**config.mk**
```make
export PLATFORM = sky130hd
export DESIGN_NAME = msync_trigger_master
export DESIGN_NICKNAME = d
export VERILOG_FILES = /design/src/rtl/msync_pkg.sv /design/src/rtl/msync_trigger_master.sv
export SDC_FILE = /design/constraint.sdc
export NUM_CORES = 1
export LEC_CHECK = 0
export BUFFER_PORTS_ARGS = -buffer_cell sky130_fd_sc_hd__buf_2
export CORE_ASPECT_RATIO = 0.9
export CORE_MARGIN = 10
export CORE_UTILIZATION = 43
export CTS_CLUSTER_SIZE = 25
export DETAILED_ROUTE_END_ITERATION = 8
export PLACE_DENSITY = 0.62
export SLEW_MARGIN = 30
export SYNTH_ARGS = -nofsm -noshare
export SYNTH_HDL_FRONTEND = slang
export SYNTH_SLANG_ARGS = --single-unit
```
**constraint.sdc**
```tcl
create_clock -name clk -period 3.6 [get_ports clk]
set_input_delay 1.08 -clock clk [delete_from_list [all_inputs] [get_ports clk]]
set_output_delay 1.08 -clock clk [all_outputs]
set_load 0.02 [all_outputs]
```
**src/rtl/msync_pkg.sv**
```systemverilog
// Shared definitions for the multi-board sync trigger master: state encoding,
// default widths and the released (inactive) level of the active-low strobes.
package msync_pkg;

    typedef enum logic [2:0] {
        IDLE,
        ARMED,
        DELAY,
        START,
        RUN,
        STOP
    } state_t;

    localparam int CNT_W_DEF = 32;
    localparam int PW_W_DEF  = 8;

    localparam logic STROBE_IDLE = 1'b1;

endpackage

```
**src/rtl/msync_trigger_master.sv**
```systemverilog
// Master-side generator of the active-low nstart_daq / nstop_daq sync strobes:
// arm, wait for a trigger rising edge, delay, start strobe, run, stop strobe.
module msync_trigger_master
    import msync_pkg::*;
#(
    parameter int CNT_W = CNT_W_DEF,
    parameter int PW_W  = PW_W_DEF
) (
    input  logic             clk,
    input  logic             reset,
    input  logic             arm_i,
    input  logic             abort_i,
    input  logic             trig_i,
    input  logic [CNT_W-1:0] delay_i,
    input  logic [CNT_W-1:0] length_i,
    input  logic [PW_W-1:0]  pulse_w_i,
    output logic             nstart_daq,
    output logic             nstop_daq,
    output logic             busy_o,
    output logic             done_o
);

    state_t           state;
    state_t           state_n;
    logic [CNT_W-1:0] cnt;
    logic [CNT_W-1:0] cnt_n;
    logic [CNT_W-1:0] delay_r;
    logic [CNT_W-1:0] length_r;
    logic [PW_W-1:0]  pw_r;
    logic [PW_W-1:0]  pw_m1;
    logic [CNT_W-1:0] w_m1;
    logic             trig_q;
    logic             trig_edge;
    logic             arm_ok;
    logic             seq_end;

    assign trig_edge = trig_i & ~trig_q;
    assign arm_ok    = (state == IDLE) && arm_i && !abort_i;

    // The shared counter holds "cycles left in this state after the current one",
    // so each phase loads its length minus one; a pulse width of 0 acts as 1.
    assign pw_m1 = (pw_r == '0) ? '0 : pw_r - 1'b1;
    assign w_m1  = CNT_W'(pw_m1);

    always_comb begin
        state_n = state;
        cnt_n   = cnt;
        seq_end = 1'b0;
        case (state)
            IDLE: begin
                if (arm_ok) state_n = ARMED;
            end
            ARMED: begin
                if (abort_i) begin
                    state_n = IDLE;
                    seq_end = 1'b1;
                end else if (trig_edge) begin
                    if (delay_r == '0) begin
                        state_n = START;
                        cnt_n   = w_m1;
                    end else begin
                        state_n = DELAY;
                        cnt_n   = delay_r - 1'b1;
                    end
                end
            end
            DELAY: begin
                if (abort_i) begin
                    state_n = IDLE;
                    seq_end = 1'b1;
                end else if (cnt == '0) begin
                    state_n = START;
                    cnt_n   = w_m1;
                end else begin
                    cnt_n = cnt - 1'b1;
                end
            end
            START: begin
                // A start strobe must always be followed by a full stop strobe.
                if (abort_i || (cnt == '0 && length_r == '0)) begin
                    state_n = STOP;
                    cnt_n   = w_m1;
                end else if (cnt == '0) begin
                    state_n = RUN;
                    cnt_n   = length_r - 1'b1;
                end else begin
                    cnt_n = cnt - 1'b1;
                end
            end
            RUN: begin
                if (abort_i || cnt == '0) begin
                    state_n = STOP;
                    cnt_n   = w_m1;
                end else begin
                    cnt_n = cnt - 1'b1;
                end
            end
            STOP: begin
                if (cnt == '0) begin
                    state_n = IDLE;
                    seq_end = 1'b1;
                end else begin
                    cnt_n = cnt - 1'b1;
                end
            end
            default: state_n = IDLE;
        endcase
    end

    // Outputs are registered from the next state so they line up with it.
    always_ff @(posedge clk) begin
        if (reset) begin
            state      <= IDLE;
            cnt        <= '0;
            trig_q     <= 1'b0;
            delay_r    <= '0;
            length_r   <= '0;
            pw_r       <= '0;
            nstart_daq <= STROBE_IDLE;
            nstop_daq  <= STROBE_IDLE;
            busy_o     <= 1'b0;
            done_o     <= 1'b0;
        end else begin
            state      <= state_n;
            cnt        <= cnt_n;
            trig_q     <= trig_i;
            if (arm_ok) begin
                delay_r  <= delay_i;
                length_r <= length_i;
                pw_r     <= pulse_w_i;
            end
            nstart_daq <= (state_n == START) ? ~STROBE_IDLE : STROBE_IDLE;
            nstop_daq  <= (state_n == STOP) ? ~STROBE_IDLE : STROBE_IDLE;
            busy_o     <= (state_n != IDLE);
            done_o     <= seq_end;
        end
    end

endmodule
```
==> results.md <==
- Status: finished clean
- Final HPWL DP: 14.8 mm
- Post-CTS Resized: 0
- Core area: 15400 sq um
- Hold Fails Final Rpt: 0
- Top delay family on crit path: simple AND/OR/NAND/NOR gates
- Vias: 6662
- Largest net degree at the start of global routing: 73
- Clock net sink count: around 110
- Die X: 152 microns
- First-pass GRT wire length: 32.3 mm
- F_max: 314 MHz
- Worst path max stage delay: 690 ps
- Vias in the first global route: 6334
- RSZ-0062 raised after global routing: no
- Total wire length: 19.8 mm
- Minimum clock period: between 3000 and 4000 ps
- Final Wtd Congestion: 0.959
- Synthesized flop and latch total: 112
- Crit. End Element: flop
- Max-cap violations: 0
- Synth Flop Type: dfxtp_1
- Die height: 139 microns
- Initial core utilization: a little over two fifths
- Row cnt: 43
- Finish-stage setup viols: 0
- Post-CTS Setup Repair Bufs: 0
- Vias per cell: 5.64
- PD cells: approximately 450 nW/um^2
- CP arrival: between 3000 and 4000 ps
- Setup TNS: 0 ps
- DRT iter0 DRCs: between 400 and 500
- Max VDD drop: 0.272 mV
- Post-synth EDFFs: 0
- Clock Latency Late Sink: roughly 360 ps
- Gate Count Post-Synth: a little over 900
- Hold-fix buffer count after cts: 0
- Critical path launch point type: flop
- Slew @ Worst Pin: 800 ps
- Clock Path Buffers: 2
- Commonest non-fill, non-tap cell in the layout: nand2_1
- Initial antenna violation count: 0
- Setup Crit Path Kind: reg2reg
- All-Layer GR Usage: 18.1%
- Avg Cell Area, Syn: 7.41 sq um
- Slew HR: a little under half
- Post-synthesis sequential area ratio: about a third
- Worst Path Max Fanout: 9
- Pre-CTS setup slack: 434 ps
- I/O pins: 81
- Cell with the most instances on the worst path: or4_1
- Final Util: 50.0%
- H-tree levels: 3
- Mapped Area: 6730 sq um
- Final Max Tran Viols: 0
- Die area: 21100 sq um
- PnR worst setup slack: 418 ps
- Final period util: 88.4%
- FFs w/ async S/R, synth: 0%
- Syn_nets: 994
- Critical-path top delay cell: or4_1
- CTS tree: done
- Commonest non-fill, non-tap cells in the layout: 190 x nand2_1, 112 x dfxtp_1, 90 x a21oi_1
- I/O Buffers: 80
- Fin nets: around 1100
- Worst EP required: 3850 ps
- Clock root cell: clkbuf_16
- 1st-pass router iterations: 5
- Ant. Diodes: 0
- Reg clk slew, reported paths: 70 ps
- Hold/Removal Path Class: reg2reg
- Number of remaining DRC errors: 0
- Ordered cell list for the critical path: or4_1 > or4_1 > nor3_4 > o21ai_1 > a22oi_1 > nor2_1 > a211o_1
- Leak: around 0.003 uW
- Synthesis-to-layout area growth: 14.3%
- Synth warn: 0
- Total congestion overflow: 0
- CTS Buf Count: 9
- Layout cells sized above 1: between 10% and 20%
- Clk_skew: 7.42 ps
- Library cells used by synthesis: 63
- CP bufs+invs: 0
- Remaining antenna violation count: 0
- WL per Instance: between 15 and 20 microns
-- tightest hold or removal path, cell delays in order (launching register included) --
cell	delay (ps)
dfxtp_1	330
nand2_1	60
a21oi_1	50
-- Yosys cell counts, types with 7 or more instances --
| cell | n | area (sq um) |
|---|---|---|
| nand2_1 | 190 | 713 |
| dfxtp_1 | 112 | 2240 |
| nand3_1 | 16 | 80.1 |
| ha_1 | 8 | 100 |
| a211oi_1 | 12 | 90.1 |
| o22ai_1 | 15 | 93.8 |
| nor2b_1 | 9 | 56.3 |
| nand2b_1 | 8 | 50.1 |
| xnor2_1 | 44 | 385 |
| a21oi_1 | 90 | 450 |
| or4_1 | 21 | 158 |
| xor2_1 | 33 | 289 |
| nor4_1 | 27 | 169 |
| o21ai_1 | 21 | 105 |
| inv_1 | 12 | 45.0 |
| o21ai_0 | 18 | 90.1 |
| nand4_1 | 8 | 50.1 |
| clkbuf_1 | 43 | 161 |
| a221oi_1 | 7 | 61.3 |
| nor3_1 | 34 | 170 |
| or3_1 | 13 | 81.3 |
| nor2_1 | 71 | 267 |
-- kinds of logic after synthesis --
group,count (synthesis),synth area share [%]
adders and majority gates,8,1.49
AOI/OAI and AO/OA,212,19.7
xor gates and xnor gates,77,10.0
muxes,5,0.799
and+or+nand+nor,434,31.2
buffers and inverters,61,3.55
DFF,112,33.3
-- path summary, 6_finish.rpt --
kind	to	cells after the start	startpoint	slack [ps]
hold reg to reg	cnt[15]	2	cnt[15]	480
setup / recovery	cnt[21]	7	cnt[14]	420
setup reg to reg	cnt[21]	7	cnt[14]	420
hold / removal	cnt[15]	2	cnt[15]	480
-- through the flow --
step / total power (uW) / instance area [sq um] / instances / hold slack [ps]
finish: 3470 / 7700 / 1181 / 483
global route: 3670 / 7700 / 1181 / 510
CTS: 3490 / 7700 / 1181 / 483
detailed placement: 2430 / 7390 / 1166 / 474
global placement: 2440 / 7390 / 1166 / 468
floorplan: 2140 / 6730 / 909 / 446
-- routing by layer --
layer,GRT usage [%],wire length (microns),part of all wire (%)
met5,0,0,0
met4,6.99,533,2.7
met3,3.35,1070,5.4
met2,29.3,9270,47
met1,23.4,8970,45
-- layout make-up --
type	count	area (sq um)
clock inverters	2	37.5
clock buffers	13	270
inverters	12	45.0
flip-flops and latches	112	2240
fillers	1633	7690
repair buffers	104	593
well taps	202	253
multi-input cells	736	4260
-- registers in the layout, summed over array words and instances, names as in the netlist --
register	count
busy_o	1
trig_q	1
state	3
cnt	32
delay_r	32
nstop_daq	1
pw_r	8
nstart_daq	1
length_r	32
done_o	1
-- where the power goes --
part | internal, uW | switching (uW)
Sequential | 1290 | 70.0
Clock | 594 | 456
Combinational | 438 | 616
No activity file was read; power rests on OpenSTA's default activity.
